--- src/rtl/fwd_scoreboard.sv ---
// Forwarding scoreboard: tracks, per architectural register, how many stages
// ago its newest in-flight writer left ID, and from that decides whether each
// ID source operand comes from the register file, a forwarding stage, or must
// stall.
module fwd_scoreboard #(
  parameter  int NREG      = 8,
  parameter  int NSRC      = 3,
  parameter  int DEPTH     = 3,
  parameter  int FIRST_FWD = 2,
  localparam int AW        = $clog2(NREG),
  localparam int SW        = $clog2(DEPTH - FIRST_FWD + 2)
) (
  input  logic               clk,
  input  logic               reset_n,
  input  logic               adv,
  input  logic               issue_valid,
  input  logic [AW-1:0]      issue_rd,
  input  logic               issue_late,
  input  logic               flush,
  input  logic [NSRC-1:0]    src_en,
  input  logic [NSRC*AW-1:0] src_reg,
  output logic [NSRC*SW-1:0] fwd_sel,
  output logic               stall,
  output logic [NREG-1:0]    pending
);

  localparam int AGW = $clog2(DEPTH + 1);
  localparam logic [AGW-1:0] AGE_ONE = AGW'(1);
  localparam logic [AGW-1:0] AGE_MAX = AGW'(DEPTH);

  // Age 0 = value is architectural; 1..DEPTH = stage holding the newest writer.
  logic [AGW-1:0] age_q [NREG];
  logic [AGW-1:0] age_d [NREG];
  logic [NREG-1:0] late_q;
  logic [NREG-1:0] late_d;
  logic [NSRC-1:0] port_stall;

  // Per-register busy flags straight from the age counters.
  for (genvar r = 0; r < NREG; r++) begin : g_pend
    assign pending[r] = (age_q[r] != '0);
  end

  // Per-port lookup against the current (pre-edge) state, so an issue to the
  // same register in this cycle is never seen by this cycle's reads.
  for (genvar i = 0; i < NSRC; i++) begin : g_port
    logic [AW-1:0]  reg_idx;
    logic [AGW-1:0] age;
    logic           late;
    logic           busy;
    logic           ready;
    logic [SW-1:0]  sel;

    assign reg_idx = src_reg[i*AW +: AW];
    assign age     = age_q[reg_idx];
    assign late    = late_q[reg_idx];
    assign busy    = (age != '0);
    // A late (load) result surfaces one stage further down the pipe.
    assign ready   = (int'(age) - int'(late)) >= FIRST_FWD;
    assign sel     = SW'(int'(age) - FIRST_FWD + 1);

    assign port_stall[i]        = src_en[i] & busy & ~ready;
    assign fwd_sel[i*SW +: SW]  = (src_en[i] & busy & ready) ? sel : '0;
  end

  assign stall = |port_stall;

  // Next-state: age every in-flight entry, retire at DEPTH, squash age 1 on
  // flush, then let an accepted issue overwrite its destination.
  always_comb begin
    // NOTE: every output of this block gets a default first so no path leaves
    // it unassigned, which would otherwise infer a latch.
    age_d  = age_q;
    late_d = late_q;
    if (adv) begin
      for (int r = 0; r < NREG; r++) begin
        if (age_q[r] == AGE_MAX || (flush && age_q[r] == AGE_ONE)) begin
          age_d[r]  = '0;
          late_d[r] = 1'b0;
        end else if (age_q[r] != '0) begin
          age_d[r] = age_q[r] + AGE_ONE;
        end
      end
      // Newest writer wins over both ageing and flush of the same register.
      if (issue_valid && !stall) begin
        age_d[issue_rd]  = AGE_ONE;
        late_d[issue_rd] = issue_late;
      end
    end
  end

  // State registers with asynchronous clear of every in-flight entry.
  always_ff @(posedge clk or negedge reset_n) begin
    if (!reset_n) begin
      // NOTE: this is a handful of flops, not a RAM, and stale ages after reset
      // would raise false stalls, so the whole array is cleared.
      age_q  <= '{default: '0};
      late_q <= '0;
    end else begin
      // NOTE: non-blocking assignments keep every register sampling the
      // pre-edge values, independent of statement order.
      age_q  <= age_d;
      late_q <= late_d;
    end
  end

endmodule

--- config.mk ---
export PLATFORM = sky130hd
export DESIGN_NAME = fwd_scoreboard
export DESIGN_NICKNAME = d
export VERILOG_FILES = /design/src/rtl/fwd_scoreboard.sv
export SDC_FILE = /design/constraint.sdc
export NUM_CORES = 1
export LEC_CHECK = 0
export BUFFER_PORTS_ARGS = -buffer_cell sky130_fd_sc_hd__buf_2
export CAP_MARGIN = 0
export CORE_MARGIN = 8
export CORE_UTILIZATION = 30
export DETAILED_ROUTE_END_ITERATION = 7
export PLACE_DENSITY = 0.5
export SKIP_LAST_GASP = 1
export SLEW_MARGIN = 20
export SYNTH_ARGS = -nofsm -noshare
export SYNTH_HDL_FRONTEND = slang
export SYNTH_SLANG_ARGS = --single-unit
--- constraint.sdc ---
create_clock -name clk -period 5.5 [get_ports clk]
set_input_delay 1.1 -clock clk [delete_from_list [all_inputs] [get_ports clk]]
set_output_delay 1.1 -clock clk [all_outputs]
set_load 0.05 [all_outputs]
==> results of run 1 <==
[cells by family after synthesis]
family	count (synthesis)	synth area share (%)
AOI/OAI and AO/OA	43	12.19
adders and majority gates	44	21.46
buffers and inverters	54	9.951
DFF	24	23.41
muxes	24	18.15
and+or+nand+nor	62	14.83
[worst max path at each step]
stage / from / endpoint / slack (ns) / depth (start not counted)
finish: src_reg[6] / stall / 0.89 / 11
global route: src_reg[6] / stall / 0.67 / 11
CTS: src_reg[6] / stall / 0.87 / 11
detailed placement: src_reg[6] / stall / 0.88 / 11
global placement: src_reg[3] / stall / 0.96 / 11
floorplan: src_reg[3] / fwd_sel[3] / 0.55 / 8
[worst max-delay path, delay by kind of cell]
| kind | cells | cell delay [ns] |
|---|---|---|
| mux | 2 | 0.78 |
| buf+inv | 3 | 0.62 |
| fa+ha+maj | 2 | 0.47 |
| simple gates | 3 | 0.36 |
| compound gates | 1 | 0.18 |
[power by group through the flow]
stage	clock (uW)	combinational, uW	sequential, uW
global placement	0	827	368
floorplan	0	689	315
global route	118	936	380
CTS	111	844	365
finish	107	832	364
detailed placement	0	838	370
[sequential cells by signal, summed over array words and instances (netlist names)]
signal,count
age_q,16
late_q,8
[per-layer routing]
layer / global-route usage (%) / vias to the layer above / wire length, um / part of all wire, %
met5: 0 / - / 0 / 0
li1: - / 969 / - / -
met4: 4.106 / 0 / 106 / 1.7
met2: 17.79 / 50 / 2800 / 45
met3: 1.785 / 6 / 313 / 5.0
met1: 14.77 / 998 / 3005 / 48
[per-stage QoR]
| step | hold WS, ns | util (%) | cells |
|---|---|---|---|
| finish | 0.5884 | 34.27 | 384 |
| global route | 0.6374 | 34.27 | 384 |
| CTS | 0.5881 | 34.27 | 384 |
| detailed placement | 0.5681 | 33.77 | 381 |
| global placement | 0.5618 | 33.77 | 381 |
| floorplan | 0.5224 | - | 251 |
[area by class of cell]
| cell class | count | area, um2 |
|---|---|---|
| Sequential cell | 24 | 600.6 |
| Fill cell | 869 | 5428 |
| Timing Repair Buffer | 37 | 190.2 |
| Tap cell | 105 | 131.4 |
| Clock buffer | 3 | 41.29 |
| Multi-Input combinational cell | 173 | 1709 |
| Inverter | 42 | 157.7 |
[layout by cell type (no fill, tap or decap), types with 6 or more instances in the layout]
cell	instances
o22ai_1	8
nor2_1	13
a21oi_1	8
buf_2	35
nand4_1	8
dfrtp_1	24
inv_1	42
mux2i_1	6
mux4_2	18
nand3_1	8
nand2_1	10
ha_1	44
==> results.py, run 1 <==
metrics = {
    "cells_and_area": {
        "final_area_um2": 2830,
        "antenna_cells": 0,
        "synthToLayoutAreaGrowth_pct": 10.34,
        "fin_nets": 346,
        "drive_gt1_share_pct": 24.73,
    },
    "synth": {
        "ys_types": 37,
        "yosysMostFrequentCell": "ha_1",
        "yosys.area.top_type": "dfrtp_1",
        "seq_area_frac_synth_pct": 23.41,
        "synthTopCellsByArea": "dfrtp_1 (23%), ha_1 (21%), mux4_2 (16%)",
        "ys.flop_type": "dfrtp_1",
        "synth.avg_cell_area_um2": 10.22,
        "synthTopCellsByCount": "ha_1 (44), inv_1 (42), dfrtp_1 (24)",
        "synth-edff-count": 0,
        "synthesis.area_um2": 2565,
        "synth.net_count": 316,
        "ys_seq_elements": 24,
        "synthCells": 251,
        "netlist.area_leader.share_pct": 23.41,
        "yosysWarnings": 0,
        "synth_async_sr_flop_share_pct": 100.0,
    },
    "job": {
        "maxCapViolations": 0,
    },
    "drt": {
        "antenna_left": 0,
        "drt_wl_total_mm": 6.226,
        "initialDrtViolationCount": 66,
        "drc": 0,
        "firstDrtPassIters": 4,
        "vias_per_cell": 5.268,
        "vias": 2023,
        "wl_per_cell_um": 16.21,
    },
    "sta": {
        "finalSetupViolCount": 0,
        "rsz0062_at_grt": "no",
        "setup_tns_ns": 0,
        "worstMarginPinSlew_ns": 0.7298,
        "fin_crit_sh_pct": 83.80,
        "fin_skew_ns": 0.003859,
        "finalWorstSetupSlack_ns": 0.8912,
        "min_period_ns": 4.609,
        "fmax_mhz": 217.0,
        "hold_viol_final": 0,
        "slew_violations": 0,
        "max_slew_margin_pct": 51.35,
    },
    "critical_path": {
        "worst_setup_path_end_kind": "primary output",
        "worstSetupStartpointType": "primary input",
        "cp.required_ns": 4.40,
        "slowest_delay_ns": 0.52,
        "crit-reg2reg-launch": "age_q[0]$_DFFE_PN0P_",
        "reg2reg_slack_ns": 2.53,
        "rr_endpoint": "age_q[5]$_DFFE_PN0P_",
        "cp_cell_sequence": "buf_2 > mux4_2 > mux2i_1 > ha_1 > ha_1 > nor3b_2 > nor2_1 > a22oi_2 > buf_4 > nand2_1 > buf_2",
        "crit_path_max_fanout": 13,
        "worstRegToRegCells": 9,
        "crit_type": "in -> out",
        "arrival_ns": 3.51,
        "critical_path.slowest_cell": "mux4_2",
    },
    "hold_path": {
        "hold_depth": 2,
        "hold_path.class": "reg -> reg",
        "worstHoldEndpoint": "late_q[3]$_DFFE_PN0P_",
        "hp-start": "late_q[3]$_DFFE_PN0P_",
    },
    "clock_network": {
        "cts_max_level": 1,
        "clockBufferDepth": 2,
        "cts_tree": "yes",
        "clock_sinks": 24,
        "postCtsSetupRepairBufs": 0,
        "clk_pin_slew_ns": 0.09,
        "cts_resized": 0,
        "cts_buffers": 3,
        "hold_buffers": 0,
        "cts_root_buf": "clkbuf_8",
        "insertion_delay_ns": 0.27,
    },
    "pwr": {
        "power.density_nw_per_um2": 460.7,
        "p_int_uw": 635.6,
        "vdd_drop_max_mv": 0.2421,
        "p_sw_uw": 668.4,
        "power_frac_clock_pct": 8.2,
        "comb_power_share_pct": 63.8,
        "p_sw_share_pct": 51.26,
        "pwr-share-seq_pct": 27.9,
        "power.leakage_uw": 0.001419,
        "power_uw": 1304,
    },
    "placed_design": {
        "dpl_cell_area_um2": 2789,
        "pre_cts_ws_ns": 0.8775,
        "dp_hpwl_mm": 5.016,
        "gp_congestion": 0.8054,
        "io_buffers": 35,
    },
    "global_route": {
        "grt_max_degree": 43,
        "first_global_vias": 2038,
        "antenna_found_initial": 0,
        "grt_util_all_layers_pct": 11.13,
        "grt_pass1_wl_mm": 10.40,
        "grt_overflow": 0,
    },
    "floorplan": {
        "ios": 36,
        "die_h_um": 108.5,
        "die_area_um2": 11760,
        "coreArea_um2": 8258,
        "start_util_pct": 31.06,
        "die_w_um": 108.5,
        "rows": 33,
    },
    "status": {
        "status": "finished clean",
    },
}
Power figures use the tool's default switching activity.
==> run 2: changes to the inputs <==
Settings changed: ABC_AREA set to 1.
Clock period 5.5 ns to 4.6 ns, I/O delays scaled along.
==> results.py, run 2 <==
metrics = {
    "status": {
        "status": "finished clean",
    },
    "hold_path": {
        "hold_path.class": "reg -> reg",
    },
    "cells_and_area": {
        "synthToLayoutAreaGrowth_pct": 9.775,
        "final_area_um2": 3302,
        "drive_gt1_share_pct": 14.62,
        "antenna_cells": 0,
        "final_cell_mix": "nand2_1 (98), inv_1 (76), o21ai_0 (44), ha_1 (44), nor2_1 (42)",
        "largest_reg_flops": 16,
        "fin_nets": 539,
        "final_common_cell": "nand2_1",
        "reg_top3": "age_q: 16 flops, late_q: 8 flops",
        "largest-register": "age_q",
        "final_cell_count_no_fill": 605,
    },
    "drt": {
        "vias_per_cell": 4.650,
        "drt_wl_total_mm": 8.474,
        "vias": 2813,
        "wl_per_cell_um": 14.01,
        "drc": 0,
        "antenna_left": 0,
        "initialDrtViolationCount": 139,
        "firstDrtPassIters": 4,
    },
    "synth": {
        "synthAdderAreaFrac_pct": 18.30,
        "netlist.area_leader.share_pct": 19.97,
        "synthMuxAreaShare_pct": 0,
        "ys.flop_type": "dfrtp_1",
        "ys_seq_elements": 24,
        "synth_xor_area_share_pct": 0,
        "synthTopCellsByCount": "nand2_1 (98), inv_1 (76), ha_1 (44), o21ai_0 (44), nor2_1 (42)",
        "ys_types": 25,
        "synth_compound_area_share_pct": 18.64,
        "synthesis.area_um2": 3008,
        "seq_area_frac_synth_pct": 19.97,
        "synthTopCellsByArea": "dfrtp_1 (20%), ha_1 (18%), nand2_1 (12%)",
        "synth.avg_cell_area_um2": 6.729,
        "yosysMostFrequentCell": "nand2_1",
        "synth_async_sr_flop_share_pct": 100.0,
        "synth_top_family_by_area": "simple AND/OR/NAND/NOR gates",
        "synth.net_count": 512,
        "yosys.area.top_type": "dfrtp_1",
        "synthCells": 447,
        "synth-edff-count": 0,
        "yosysWarnings": 0,
        "synth-simple-area-share_pct": 29.78,
    },
    "floorplan": {
        "ios": 36,
        "die_w_um": 116.1,
        "die_area_um2": 13490,
        "rows": 36,
        "start_util_pct": 30.77,
        "die_h_um": 116.1,
        "coreArea_um2": 9774,
    },
    "clock_network": {
        "cts_resized": 0,
        "cts_buffers": 3,
        "insertion_delay_ns": 0.26,
        "cts_root_buf": "clkbuf_8",
        "cts_tree": "yes",
        "clockBufferDepth": 2,
        "hold_buffers": 0,
        "clock_sinks": 24,
        "cts_max_level": 1,
        "postCtsSetupRepairBufs": 0,
        "clk_pin_slew_ns": 0.08,
    },
    "placed_design": {
        "dpl_cell_area_um2": 3261,
        "placed_cells": 602,
        "pre_cts_ws_ns": 0.4643,
        "gp_congestion": 0.8443,
        "dp_hpwl_mm": 6.655,
        "io_buffers": 35,
    },
    "pwr": {
        "power.leakage_uw": 0.001849,
        "power_uw": 1391,
        "vdd_drop_max_mv": 0.2440,
        "power.density_nw_per_um2": 421.2,
    },
    "sta": {
        "rsz0062_at_grt": "no",
        "slew_violations": 0,
        "min_period_ns": 4.119,
        "max_slew_margin_pct": 60.58,
        "setup_tns_ns": 0,
        "hold_viol_final": 0,
        "fmax_mhz": 242.8,
        "worstMarginPinSlew_ns": 0.5913,
        "fin_crit_sh_pct": 89.55,
        "fin_skew_ns": 0.003566,
        "finalWorstSetupSlack_ns": 0.4806,
        "finalSetupViolCount": 0,
    },
    "global_route": {
        "met2_usage_pct": 22.04,
        "use_met1_pct": 18.41,
        "grt_pass1_wl_mm": 14.24,
        "top_usage_layer": "met2",
        "grt_util_all_layers_pct": 13.30,
        "antenna_found_initial": 0,
        "first_global_vias": 2814,
        "grt_max_degree": 29,
        "grt_overflow": 0,
        "grt_use_met3_pct": 1.138,
    },
    "job": {
        "maxCapViolations": 0,
    },
    "critical_path": {
        "arrival_ns": 3.20,
        "cp.required_ns": 3.68,
        "worstSetupStartpointType": "primary input",
        "worst_setup_path_end_kind": "primary output",
        "crit_path_max_fanout": 13,
        "crit_type": "in -> out",
    },
}
## run 2: worst paths after layout
check	cells past startpoint	end	from	slack, ns
max	17	stall	src_reg[6]	0.48
min	2	late_q[2]$_DFFE_PN0P_	late_q[2]$_DFFE_PN0P_	0.49
max reg2reg	18	age_q[3]$_DFFE_PN0P_	age_q[4]$_DFFE_PN0P_	1.70
min reg2reg	2	late_q[2]$_DFFE_PN0P_	late_q[2]$_DFFE_PN0P_	0.49
max in group asynchronous	1	age_q[11]$_DFFE_PN0P_	reset_n	3.56
min in group asynchronous	1	age_q[12]$_DFFE_PN0P_	reset_n	0.65
## run 2: metrics by stage
step / util, % / hold WS, ns
2_1_floorplan: - / 0.4488
3_3_place_gp: 33.36 / 0.4636
3_5_place_dp: 33.36 / 0.4654
4_1_cts: 33.78 / 0.4911
5_1_grt: 33.78 / 0.5130
6_report: 33.78 / 0.4887
## run 2: layout make-up
type / count / area (um2)
Fill cell: 1077 / 6472
Multi-Input combinational cell: 328 / 2007
Sequential cell: 24 / 600.6
Inverter: 81 / 304.0
Timing Repair Buffer: 36 / 182.7
Tap cell: 133 / 166.4
Clock buffer: 3 / 41.29
## run 2: logic make-up after synthesis
kind of cell | after synthesis
adder cells (fa/ha/maj) | 44
AO/OA/AOI/OAI | 103
flip-flops | 24
AND/OR/NAND/NOR | 181
buffers and inverters | 95
## run 2: worst max-delay path, cell delays in order
cell and delay, ns:
buf_2 0.20, inv_1 0.19, a21oi_1 0.18, o21ai_0 0.09, nand2_1 0.07, inv_1 0.04
o21ai_1 0.16, inv_1 0.10, ha_1 0.22, ha_1 0.29, clkinv_1 0.09, nand3b_4 0.09
nand3_2 0.10, inv_2 0.12, nor2_8 0.05, inv_1 0.04, buf_2 0.25
## run 2: metal layers
metal | routed length, um | up-vias | part of all wire, %
met1 | 4351 | 1281 | 51
met2 | 3759 | 58 | 44
met5 | 0 | - | 0
met4 | 60 | 0 | 0.71
li1 | - | 1468 | -
met3 | 303 | 6 | 3.6
## run 2: where the power goes
group / internal [uW] / switching, uW
registers: 276 / 109
clock network: 58.6 / 67.3
logic: 267 / 613
total: 601 / 790
==> run 3: changes to the inputs <==
--- a/config.mk
+++ b/config.mk
@@ -14,2 +14,3 @@
 export PLACE_DENSITY = 0.5
+export RECOVER_POWER = 100
 export SKIP_LAST_GASP = 1
==> constraint.sdc (replaced) <==
create_clock -name clk -period 4.6 [get_ports clk]
set_input_delay 0.69 -clock clk [delete_from_list [all_inputs] [get_ports clk]]
set_output_delay 0.69 -clock clk [all_outputs]
set_load 0.05 [all_outputs]
==> results.py, run 3 (same netlist as run 2, synthesis figures left out) <==
metrics = {
    "critical_path": {
        "slowest_delay_ns": 0.70,
        "cp.required_ns": 4.75,
        "reg2reg_slack_ns": 0.96,
        "cp.depth": 19,
        "startpoint": "src_reg[0]",
        "crit_path_max_fanout": 16,
        "worstRegToRegCells": 18,
        "cp_cell_sequence": "buf_2 > inv_1 > a21oi_1 > o21ai_0 > nand2_1 > inv_1 > o21ai_0 > inv_1 > ha_1 > ha_1 > clkinv_1 > nand3_1 > nand3_1 > nand2_1 > nor2_8 > clkbuf_1 > nand3_1 > nand2_1 > o21ai_0",
        "critical_path.slowest_cell": "clkbuf_1",
        "worst_setup_path_end_kind": "flip-flop",
        "crit-reg2reg-launch": "age_q[4]$_DFFE_PN0P_",
        "crit_type": "in -> reg",
        "crit_end": "age_q[3]$_DFFE_PN0P_",
        "crit_family": "buffers and inverters",
        "rr_endpoint": "age_q[3]$_DFFE_PN0P_",
        "worst-path-buf-inv": 6,
        "arrival_ns": 3.99,
        "worstSetupStartpointType": "primary input",
    },
    "cells_and_area": {
        "reg_top3": "age_q: 16 flops, late_q: 8 flops",
        "antenna_cells": 0,
        "largest-register": "age_q",
        "n_fill_cell": 1128,
        "largest_reg_flops": 16,
        "synthToLayoutAreaGrowth_pct": 7.155,
        "fin_nets": 539,
        "final_cell_mix": "nand2_1 (99), inv_1 (76), o21ai_0 (47)",
        "drive_gt1_share_pct": 10.15,
        "seq_area_um2": 600.6,
        "final_common_cell": "nand2_1",
        "final_cell_count_no_fill": 606,
        "multi_input_area_um2": 1937,
    },
    "sta": {
        "rsz0062_at_grt": "no",
        "finalWorstSetupSlack_ns": 0.7565,
        "max_slew_margin_pct": 2.900,
        "hold_slack_ns": 0.4885,
        "setup_tns_ns": 0,
        "finalSetupViolCount": 0,
        "fin_skew_ns": 0.003569,
        "worstMarginPinSlew_ns": 1.457,
        "slew_violations": 0,
        "hold_viol_final": 0,
        "fmax_mhz": 260.2,
        "min_period_ns": 3.843,
        "fin_crit_sh_pct": 83.55,
    },
    "clock_network": {
        "postCtsSetupRepairBufs": 0,
        "cts_root_buf": "clkbuf_8",
        "cts_buffers": 3,
        "insertion_delay_ns": 0.28,
        "hold_buffers": 0,
        "cts_tree": "yes",
        "clock_sinks": 24,
        "cts_max_level": 1,
        "clk_pin_slew_ns": 0.09,
        "cts_resized": 0,
        "clockBufferDepth": 2,
    },
    "pwr": {
        "pwr-share-seq_pct": 27.7,
        "power_uw": 1381,
        "comb_power_share_pct": 61.0,
        "p_sw_share_pct": 56.80,
        "power_frac_clock_pct": 11.2,
        "vdd_drop_max_mv": 0.2378,
        "power.density_nw_per_um2": 428.6,
        "p_int_uw": 596.7,
        "p_sw_uw": 784.5,
        "power.leakage_uw": 0.001758,
    },
    "floorplan": {
        "coreArea_um2": 9774,
        "rows": 36,
        "die_area_um2": 13490,
        "start_util_pct": 30.77,
        "ios": 36,
        "die_w_um": 116.1,
        "die_h_um": 116.1,
    },
    "global_route": {
        "grt_overflow": 0,
        "grt_pass1_wl_mm": 13.86,
        "grt_util_all_layers_pct": 13.11,
        "grt_max_degree": 29,
        "antenna_found_initial": 0,
        "first_global_vias": 2788,
    },
    "drt": {
        "vias_per_cell": 4.644,
        "firstDrtPassIters": 4,
        "initialDrtViolationCount": 142,
        "drc": 0,
        "vias": 2814,
        "antenna_left": 0,
        "wl_per_cell_um": 13.94,
        "drt_wl_total_mm": 8.448,
    },
    "placed_design": {
        "gp_congestion": 0.8508,
        "placed_cells": 602,
        "dp_hpwl_mm": 6.549,
        "io_buffers": 35,
        "pre_cts_ws_ns": 0.9198,
    },
    "job": {
        "maxCapViolations": 0,
    },
    "status": {
        "status": "finished clean",
    },
    "hold_path": {
        "hold_path.class": "reg -> reg",
    },
}
==> run 3: cell types whose count changed in the layout (fill, tap and decap cells not counted), moves of 3 or more <==
cell      change
nand3b_4      -5
nand3b_2      +5
clkbuf_1     +16
o21ai_0       +3
nand3_2       -4
o21ai_1       -3
buf_2        -15
nand3_1       +4
==> run 3: worst min-delay path: cells and delay by family, from the launching register on <==
family,cells,cell delay [ns]
flops,1,0.35
simple gates,2,0.12
==> run 3: area by class of cell <==
type / instances / area share, %
inverters: 81 / 9.433
repair buffers: 36 / 4.969
multi-input cells: 328 / 60.09
clock buffers: 4 / 1.708
well taps: 133 / 5.163
flip-flops and latches: 24 / 18.63
==> run 3: power by group through the flow <==
| stage | Clock, uW | Sequential, uW | Combinational [uW] |
|---|---|---|---|
| 2_1_floorplan | 0 | 343 | 697 |
| 3_3_place_gp | 0 | 386 | 880 |
| 3_5_place_dp | 0 | 388 | 885 |
| 4_1_cts | 161 | 384 | 888 |
| 5_1_grt | 167 | 398 | 957 |
| 6_report | 155 | 383 | 843 |
==> run 3: per-stage QoR <==
stage | instance area, um2 | utilization, %
floorplan | 3008 | -
global placement | 3261 | 33.36
detailed placement | 3261 | 33.36
CTS | 3316 | 33.92
global route | 3223 | 32.97
finish | 3223 | 32.97
==> run 3: metal layers <==
layer / wire [um] / share of wire (%) / track usage (%)
met1: 4287 / 51 / 17.46
met2: 3728 / 44 / 21.89
met3: 304 / 3.6 / 1.138
met4: 127 / 1.5 / 4.062
met5: 0 / 0 / 0
==> run 3: worst min path at each step <==
stage	from	endpoint	cells past startpoint
4_1_cts	reset_n	age_q[5]$_DFFE_PN0P_	1
6_report	late_q[2]$_DFFE_PN0P_	late_q[2]$_DFFE_PN0P_	2
5_1_grt	late_q[2]$_DFFE_PN0P_	late_q[2]$_DFFE_PN0P_	2
3_3_place_gp	late_q[2]$_DFFE_PN0P_	late_q[2]$_DFFE_PN0P_	2
2_1_floorplan	reset_n	age_q[0]$_DFFE_PN0P_	0
3_5_place_dp	late_q[2]$_DFFE_PN0P_	late_q[2]$_DFFE_PN0P_	2
